`src/rtl/mm_seq_if.sv`:
```
// Command/feed interface between the systolic-array feeder (mm_seq) and its
// surroundings: start/hold come in, BRAM read strobes and array side-band
// markers go out.
interface mm_seq_if #(
    parameter int M  = 4,
    parameter int N1 = 4,
    parameter int N2 = 4
);
    localparam int A_W = (M * M / N1 > 1) ? $clog2(M * M / N1) : 1;
    localparam int B_W = (M * M / N2 > 1) ? $clog2(M * M / N2) : 1;

    logic           start;
    logic           hold;
    logic           rd_en;
    logic [A_W-1:0] rd_addr_A;
    logic [B_W-1:0] rd_addr_B;
    logic           feed_valid;
    logic           first_k;
    logic           last_k;
    logic           enable_row_count_A;
    logic           busy;
    logic           done;

    // Sequencer side
    modport slave (
        input  start,
        input  hold,
        output rd_en,
        output rd_addr_A,
        output rd_addr_B,
        output feed_valid,
        output first_k,
        output last_k,
        output enable_row_count_A,
        output busy,
        output done
    );

    // Controller / environment side
    modport master (
        output start,
        output hold,
        input  rd_en,
        input  rd_addr_A,
        input  rd_addr_B,
        input  feed_valid,
        input  first_k,
        input  last_k,
        input  enable_row_count_A,
        input  busy,
        input  done
    );
endinterface

```
`src/rtl/mm_seq.sv`:
```
// Matrix-multiply feed sequencer. Walks the A/B BRAM banks patch by patch
// (B slice inner, A slice outer), streaming k = 0..M-1 for each patch, then
// flushes the array for DRAIN_CYC cycles and pulses done.
module mm_seq #(
    parameter int M         = 4,
    parameter int N1        = 4,
    parameter int N2        = 4,
    parameter int DRAIN_CYC = N1 + N2 + 1
) (
    input  logic     clk,
    input  logic     rst,
    mm_seq_if.slave  bus
);
    localparam int SA_CNT = M / N1;
    localparam int SB_CNT = M / N2;
    // Counters keep at least one bit even when a slice count collapses to 1.
    localparam int K_W  = (M > 1)      ? $clog2(M)      : 1;
    localparam int SA_W = (SA_CNT > 1) ? $clog2(SA_CNT) : 1;
    localparam int SB_W = (SB_CNT > 1) ? $clog2(SB_CNT) : 1;
    localparam int D_W  = $clog2(DRAIN_CYC + 1);
    localparam int A_W  = (M * M / N1 > 1) ? $clog2(M * M / N1) : 1;
    localparam int B_W  = (M * M / N2 > 1) ? $clog2(M * M / N2) : 1;

    localparam logic [K_W-1:0]  K_LAST  = K_W'(M - 1);
    localparam logic [SA_W-1:0] SA_LAST = SA_W'(SA_CNT - 1);
    localparam logic [SB_W-1:0] SB_LAST = SB_W'(SB_CNT - 1);
    localparam logic [D_W-1:0]  D_LAST  = D_W'(DRAIN_CYC - 1);

    typedef enum logic [1:0] {
        S_IDLE,
        S_FEED,
        S_DRAIN,
        S_DONE
    } state_t;

    state_t          state_reg, state_next;
    logic [K_W-1:0]  k_reg, k_next;
    logic [SA_W-1:0] sa_reg, sa_next;
    logic [SB_W-1:0] sb_reg, sb_next;
    logic [D_W-1:0]  drain_reg, drain_next;
    logic            feed_valid_reg, feed_valid_next;
    logic            first_k_reg, first_k_next;
    logic            last_k_reg, last_k_next;
    logic            row_done_reg, row_done_next;
    logic            rd_en;
    logic            k_last;
    logic            sb_last;
    logic            sa_last;

    // State, counters and array side-band markers
    always_ff @(posedge clk) begin
        if (rst) begin
            state_reg      <= S_IDLE;
            k_reg          <= '0;
            sa_reg         <= '0;
            sb_reg         <= '0;
            drain_reg      <= '0;
            feed_valid_reg <= 1'b0;
            first_k_reg    <= 1'b0;
            last_k_reg     <= 1'b0;
            row_done_reg   <= 1'b0;
        end else begin
            state_reg      <= state_next;
            k_reg          <= k_next;
            sa_reg         <= sa_next;
            sb_reg         <= sb_next;
            drain_reg      <= drain_next;
            feed_valid_reg <= feed_valid_next;
            first_k_reg    <= first_k_next;
            last_k_reg     <= last_k_next;
            row_done_reg   <= row_done_next;
        end
    end

    // Next-state, counter advance and combinational read strobe
    always_comb begin
        state_next = state_reg;
        k_next     = k_reg;
        sa_next    = sa_reg;
        sb_next    = sb_reg;
        drain_next = drain_reg;

        // Feeding only advances when the output path is not pushing back.
        rd_en   = (state_reg == S_FEED) && !bus.hold;
        k_last  = (k_reg == K_LAST);
        sb_last = (sb_reg == SB_LAST);
        sa_last = (sa_reg == SA_LAST);

        case (state_reg)
            S_IDLE: begin
                if (bus.start) begin
                    state_next = S_FEED;
                    k_next     = '0;
                    sa_next    = '0;
                    sb_next    = '0;
                end
            end
            S_FEED: begin
                if (rd_en) begin
                    if (k_last) begin
                        k_next = '0;
                        if (sb_last) begin
                            sb_next = '0;
                            if (sa_last) begin
                                // Last beat of the last patch: flush the array.
                                sa_next    = '0;
                                drain_next = '0;
                                state_next = S_DRAIN;
                            end else begin
                                sa_next = sa_reg + 1'b1;
                            end
                        end else begin
                            sb_next = sb_reg + 1'b1;
                        end
                    end else begin
                        k_next = k_reg + 1'b1;
                    end
                end
            end
            S_DRAIN: begin
                // Fixed-length flush; hold has no effect here.
                if (drain_reg == D_LAST) begin
                    drain_next = '0;
                    state_next = S_DONE;
                end else begin
                    drain_next = drain_reg + 1'b1;
                end
            end
            S_DONE: begin
                state_next = S_IDLE;
            end
            default: begin
                state_next = S_IDLE;
            end
        endcase

        // Markers travel with the BRAM data, one cycle behind the strobe.
        feed_valid_next = rd_en;
        first_k_next    = rd_en && (k_reg == '0);
        last_k_next     = rd_en && k_last;
        row_done_next   = rd_en && k_last && sb_last;
    end

    assign bus.rd_en              = rd_en;
    assign bus.rd_addr_A          = A_W'(int'(sa_reg) * M + int'(k_reg));
    assign bus.rd_addr_B          = B_W'(int'(sb_reg) * M + int'(k_reg));
    assign bus.feed_valid         = feed_valid_reg;
    assign bus.first_k            = first_k_reg;
    assign bus.last_k             = last_k_reg;
    assign bus.enable_row_count_A = row_done_reg;
    assign bus.busy               = (state_reg == S_FEED) || (state_reg == S_DRAIN);
    assign bus.done               = (state_reg == S_DONE);

endmodule
```
`src/flat_wrapper.sv`:
```
// flat-port wrapper written by rule: the top's interface ports become plain ports
module mm_seq_flat 
#(
    parameter int M         = 4,
    parameter int N1        = 4,
    parameter int N2        = 4,
    parameter int DRAIN_CYC = N1 + N2 + 1
)
  (clk, rst, bus_start, bus_hold, bus_rd_en, bus_rd_addr_A, bus_rd_addr_B, bus_feed_valid, bus_first_k, bus_last_k, bus_enable_row_count_A, bus_busy, bus_done);
  mm_seq_if #(.M(M), .N1(N1), .N2(N2)) bus_i ();
  input  logic clk;
  input  logic rst;
  input wire logic [$bits(bus_i.start)-1:0] bus_start;
  input wire logic [$bits(bus_i.hold)-1:0] bus_hold;
  output wire logic [$bits(bus_i.rd_en)-1:0] bus_rd_en;
  output wire logic [$bits(bus_i.rd_addr_A)-1:0] bus_rd_addr_A;
  output wire logic [$bits(bus_i.rd_addr_B)-1:0] bus_rd_addr_B;
  output wire logic [$bits(bus_i.feed_valid)-1:0] bus_feed_valid;
  output wire logic [$bits(bus_i.first_k)-1:0] bus_first_k;
  output wire logic [$bits(bus_i.last_k)-1:0] bus_last_k;
  output wire logic [$bits(bus_i.enable_row_count_A)-1:0] bus_enable_row_count_A;
  output wire logic [$bits(bus_i.busy)-1:0] bus_busy;
  output wire logic [$bits(bus_i.done)-1:0] bus_done;
  assign bus_i.start = bus_start;
  assign bus_i.hold = bus_hold;
  assign bus_rd_en = bus_i.rd_en;
  assign bus_rd_addr_A = bus_i.rd_addr_A;
  assign bus_rd_addr_B = bus_i.rd_addr_B;
  assign bus_feed_valid = bus_i.feed_valid;
  assign bus_first_k = bus_i.first_k;
  assign bus_last_k = bus_i.last_k;
  assign bus_enable_row_count_A = bus_i.enable_row_count_A;
  assign bus_busy = bus_i.busy;
  assign bus_done = bus_i.done;
  mm_seq #(.M(M), .N1(N1), .N2(N2), .DRAIN_CYC(DRAIN_CYC)) u_core (.clk(clk), .rst(rst), .bus(bus_i));
endmodule
```
`config.mk`:
```
export PLATFORM = sky130hd
export DESIGN_NAME = mm_seq_flat
export DESIGN_NICKNAME = d
export VERILOG_FILES = /design/src/rtl/mm_seq_if.sv /design/src/rtl/mm_seq.sv /design/src/flat_wrapper.sv
export SDC_FILE = /design/constraint.sdc
export NUM_CORES = 1
export LEC_CHECK = 0
export CORE_MARGIN = 4
export CORE_UTILIZATION = 35
export CTS_CLUSTER_DIAMETER = 80
export DETAILED_ROUTE_END_ITERATION = 10
export GPL_TIMING_DRIVEN = 0
export PLACE_DENSITY = 0.61
export SYNTH_ARGS = -nofsm -noshare
export SYNTH_HDL_FRONTEND = slang
export SYNTH_SLANG_ARGS = --single-unit
```
`constraint.sdc`:
```
create_clock -name clk -period 1.9 [get_ports clk]
set_input_delay 0.285 -clock clk [delete_from_list [all_inputs] [get_ports clk]]
set_output_delay 0.285 -clock clk [all_outputs]
set_load 0.01 [all_outputs]
```
# --- Word level (Yosys, flattened, before mapping) ---
# Cells that the tools add are included.
totals:
  register_bits: 14
  latch_bits: 0
  ramBits: 0
  romBits: 0
  inputBits: 4
  out_inout_bits: 11
  elab_cells: 69
  memories: 0
classes:
  add_sub_neg: 6
  n_mul: 0
  div_mod_pow: 0
  n_lt_le_gt_ge: 0
  eq_ne: 11
  shift: 0
  muxes: 27
  bitwise_logic: 1
  n_reduce_logical: 15
op_table:
  columns: ["cell", "n"]
  rows:
  - ["$mux 4", 5]
  - ["$mux 2", 9]
  - ["$reduce_and 5->1", 2]
  - ["$mux 1", 8]
  - ["$ne 2x2->1 const B", 4]
  - ["$pmux 2 s4", 1]
  - ["$pmux 4 s2", 1]
  - ["$eq 2x2->1 const B", 3]
  - ["$reduce_and 6->1", 1]
  - ["$add 1x2->2 const A", 2]
  - ["$add 4x1->4 const B", 1]
  - ["$eq 4x4->1 const B", 1]
  - ["$logic_and 1x1->1", 4]
  - ["$logic_not 2->1", 2]
  - ["$ne 2x1->1 const B", 2]
  - ["$pmux 1 s2", 2]
  - ["$pmux 2 s2", 1]
  - ["$reduce_and 4->1", 1]
  - ["$reduce_bool 2->1", 2]
  - ["$reduce_and 3->1", 1]
  - ["$add 1x1->1 const B", 2]
  - ["$add 2x1->2 const B", 1]
  - ["$eq 2x1->1 const B", 1]
  - ["$logic_not 1->1", 1]
  - ["other kinds (2)", 2]

# --- Depth between registers and ports, before layout ---
logic_depth:
  depth_word: 6
  mapped_depth: 7
  mapped_depth_nobuf: 6

# --- Worst setup path before layout ---
# OpenSTA, ideal clock, no wires.
synth_timing:
  kind: "register to register"
  from: "reg u_core.k_reg[0]"
  to: "reg u_core.drain_reg[3]"
  setup_time_ns: 0.074
  t_arrival_ns: 1.581
  required_time_ns: 1.826
  setup_slack_ns: 0.245
  path_stages_with_launch: 6
  path_buffers: 0
  synth_period_minus_slack_ns: 1.655
  path_cell_list: "dfxtp_1 > ha_1 > nand2b_4 > a21o_1 > or4b_1 > a31oi_1"
synth_between:
  elab_chain_len: 3
synth_lines:
  columns: ["item", "line", "rtl"]
  rows:
  - ["start, declared", "mm_seq.sv:37", "logic [K_W-1:0] k_reg, k_next;"]
  - ["start signal, assigned", "mm_seq.sv:64", "k_reg <= k_next;"]
  - ["$eq 2x2->1", "mm_seq.sv:85", "k_last = (k_reg == K_LAST);"]
  - ["$ne 2x1->1 (no source line)", null, null]
  - ["$reduce_and 5->1 (no source line)", null, null]
  - ["end signal, assigned", "mm_seq.sv:67", "drain_reg <= drain_next;"]
  - ["end, declared", "mm_seq.sv:40", "logic [D_W-1:0] drain_reg, drain_next;"]
# Every way passes these cells.
# A chain may end at the register's enable or synchronous reset.

# --- Worst setup path after layout ---
# Ends and elaborated chain as after synthesis.

==> results.toml <==
[outcome]
outcome = "complete, no violations"

[worst_hold_path]
min_path_cells = 2
min_path_type = "in -> reg"
holdPathEnd = "u_core.k_reg[1]"
min-delay-start = "rst"

[place]
place.gp.congestion = 0.691
dpl_cell_area_um2 = 790
post-dp-hpwl_um = 884
post-place-ws_ns = 0.0232
placed_cells = 108
portBuffers = 13

[synth]
ys_ff_latch = 11
yosysTopAreaCell = "dfxtp_1"
ys_warn_count = 0
synthesis.nets = 82
synth_most_common_cell = "dfxtp_1"
async_flop_share = 0
ys_types = 24
yosysSeqAreaShare = 0.351
synth_edf_count = 0
syn_area_per_cell_um2 = 8.97
netlist_instances = 70
netlist_area_um2 = 628
yosys-top-cells-area = "dfxtp_1, ha_1, buf_4"
synth_top_area_frac = 0.351
ys.flop_type = "dfxtp_1"
yosys-top-cells-count = "dfxtp_1, ha_1, nor2_1"

[finish]
multi_input_area_um2 = 344
drive_gt1_frac = 0.149
nets = 100
num_antenna_cells = 0
seqCellArea_um2 = 223
fillers = 177
largest_reg_flops = 4
fin_cells = 112
syn_to_final_growth_pct = 30.7
stdcell_area_um2 = 821

[timing]
worst_clock_skew_ns = 0.0113
fin_crit_sh = 0.919
worst_slack_ns = 0.153
tns_ns = 0
relSlewSlack = 0.720
min_period_ns = 1.75
rsz0062_at_grt = "no"
slew_viol_final = 0
tightest_slew_ns = 0.420
setup_viol = 0
finalHoldViolCount = 0
holdWs_ns = 0.383
fmax_ghz = 0.572

[die]
die_h_um = 50.4
start_util = 0.368
rows = 15
die_area_um2 = 2540
fp.dieW_um = 50.4
io_pins = 15
core_area_um2 = 1710

[routing]
drt_iter0_drc = 9
ant_nets = 0
drc = 0
post_drt_via_cell_ratio = 4.58
vias = 513
drtPass1Iterations = 4
wl_per_cell_um = 10.3
totalWireLength_mm = 1.16

[worst_setup_path]
crit_path_start_kind = "flop"
cp.required_ns = 2.11
timing.rr.end = "u_core.drain_reg[3]"
r2r_slack_ns = 0.15
worstSetupPathType = "reg -> reg"
crit_fanout = 6
ff2ff_path_depth = 5
worstPathArrival_ns = 1.95
endpoint_kind = "flop"
r2r_start = "u_core.k_reg[0]"

[global_route]
gr-usage-all-layers = 0.106
gr-usage-met2 = 0.163
grt_antenna_before_repair = 0
grt_use_met3 = 0.0267
grt_first_pass_wirelength_mm = 2.06
grtUsageMet1 = 0.136
busiest_layer = "met2"
grt_start_max_net_pins = 10
first_global_vias = 486
overflow = 0

[cts]
cts.clk_slew.worst_paths_ns = 0.08
cts_root_buffer = "clkbuf_4"
cts_resized = 2
numCtsBuffers = 3
cts.path.max_buffers = 2
cts_tree = "built"
cts_setup_buffers = 0
cts.sinks = 11
ctsHoldBuffers = 0
clock_latency_ns = 0.27
htree_levels = 1

[pwr]
p_leak_nw = 0.347
power.density_nw_per_um2 = 1120
ir_drop_uv = 636

[job]
drv_cap = 0
critical path, stage by stage, from the launching register on:
cell and delay [ns]:
dfxtp_1 0.43, ha_1 0.27, nand2b_4 0.07, a21o_1 0.22, or4b_1 0.51, a31oi_1 0.17
area by class of cell:
type,count,share of cell area
multi-input combinational,47,0.419
sequential,11,0.271
timing repair buffer,13,0.160
buffer,6,0.0503
tap,25,0.0381
clock buffer,3,0.0274
inverter,6,0.0274
clock inverter,1,0.00610
through the flow:
stage	util	total power [mW]
2_1_floorplan	-	0.629
3_3_place_gp	0.462	0.771
3_5_place_dp	0.462	0.774
4_1_cts	0.478	0.939
5_1_grt	0.481	1.02
6_report	0.481	0.923
cells in the final DEF (no fill, tap or decap), types with 3 or more instances in the layout:
cell / count
clkdlybuf4s50_1: 11
dfxtp_1: 9
nor2_1: 8
ha_1: 8
inv_1: 6
buf_4: 5
nor2b_1: 5
nand2_1: 4
nand4_1: 3
clkbuf_4: 3
kinds of logic after synthesis:
logic type / count (synthesis) / synth area share
muxes: 3 / 0.0498
adders and majority gates: 8 / 0.159
and+or+nand+nor: 27 / 0.241
buffers and inverters: 12 / 0.102
AOI/OAI and AO/OA: 9 / 0.0976
DFF: 11 / 0.351
power breakdown:
part           internal (mW)  switching, mW  total (mW)
clock network         0.0779         0.0869       0.165
registers              0.273         0.0375       0.310
logic                  0.230          0.218       0.448
total                  0.581          0.342       0.923
routing by layer:
metal,up-vias,share of wire
li1,266,-
met1,231,0.50
met2,14,0.44
met3,2,0.046
met4,0,0.014
met5,-,0
how the worst max path moves through the flow:
stage / from / to / slack [ns] / cells after the start
after floorplan: u_core.k_reg[0] / u_core.drain_reg[3] / 0.25 / 5
after global routing: u_core.k_reg[0] / u_core.drain_reg[3] / 0.01 / 5
final: u_core.k_reg[0] / u_core.drain_reg[3] / 0.15 / 5
after CTS: u_core.state_reg[1] / bus_busy / 0.06 / 3
after detailed placement: bus_hold / u_core.drain_reg[3] / 0.02 / 5
after global placement: bus_hold / u_core.drain_reg[3] / 0.05 / 5
No activity file was read; power rests on OpenSTA's default activity.
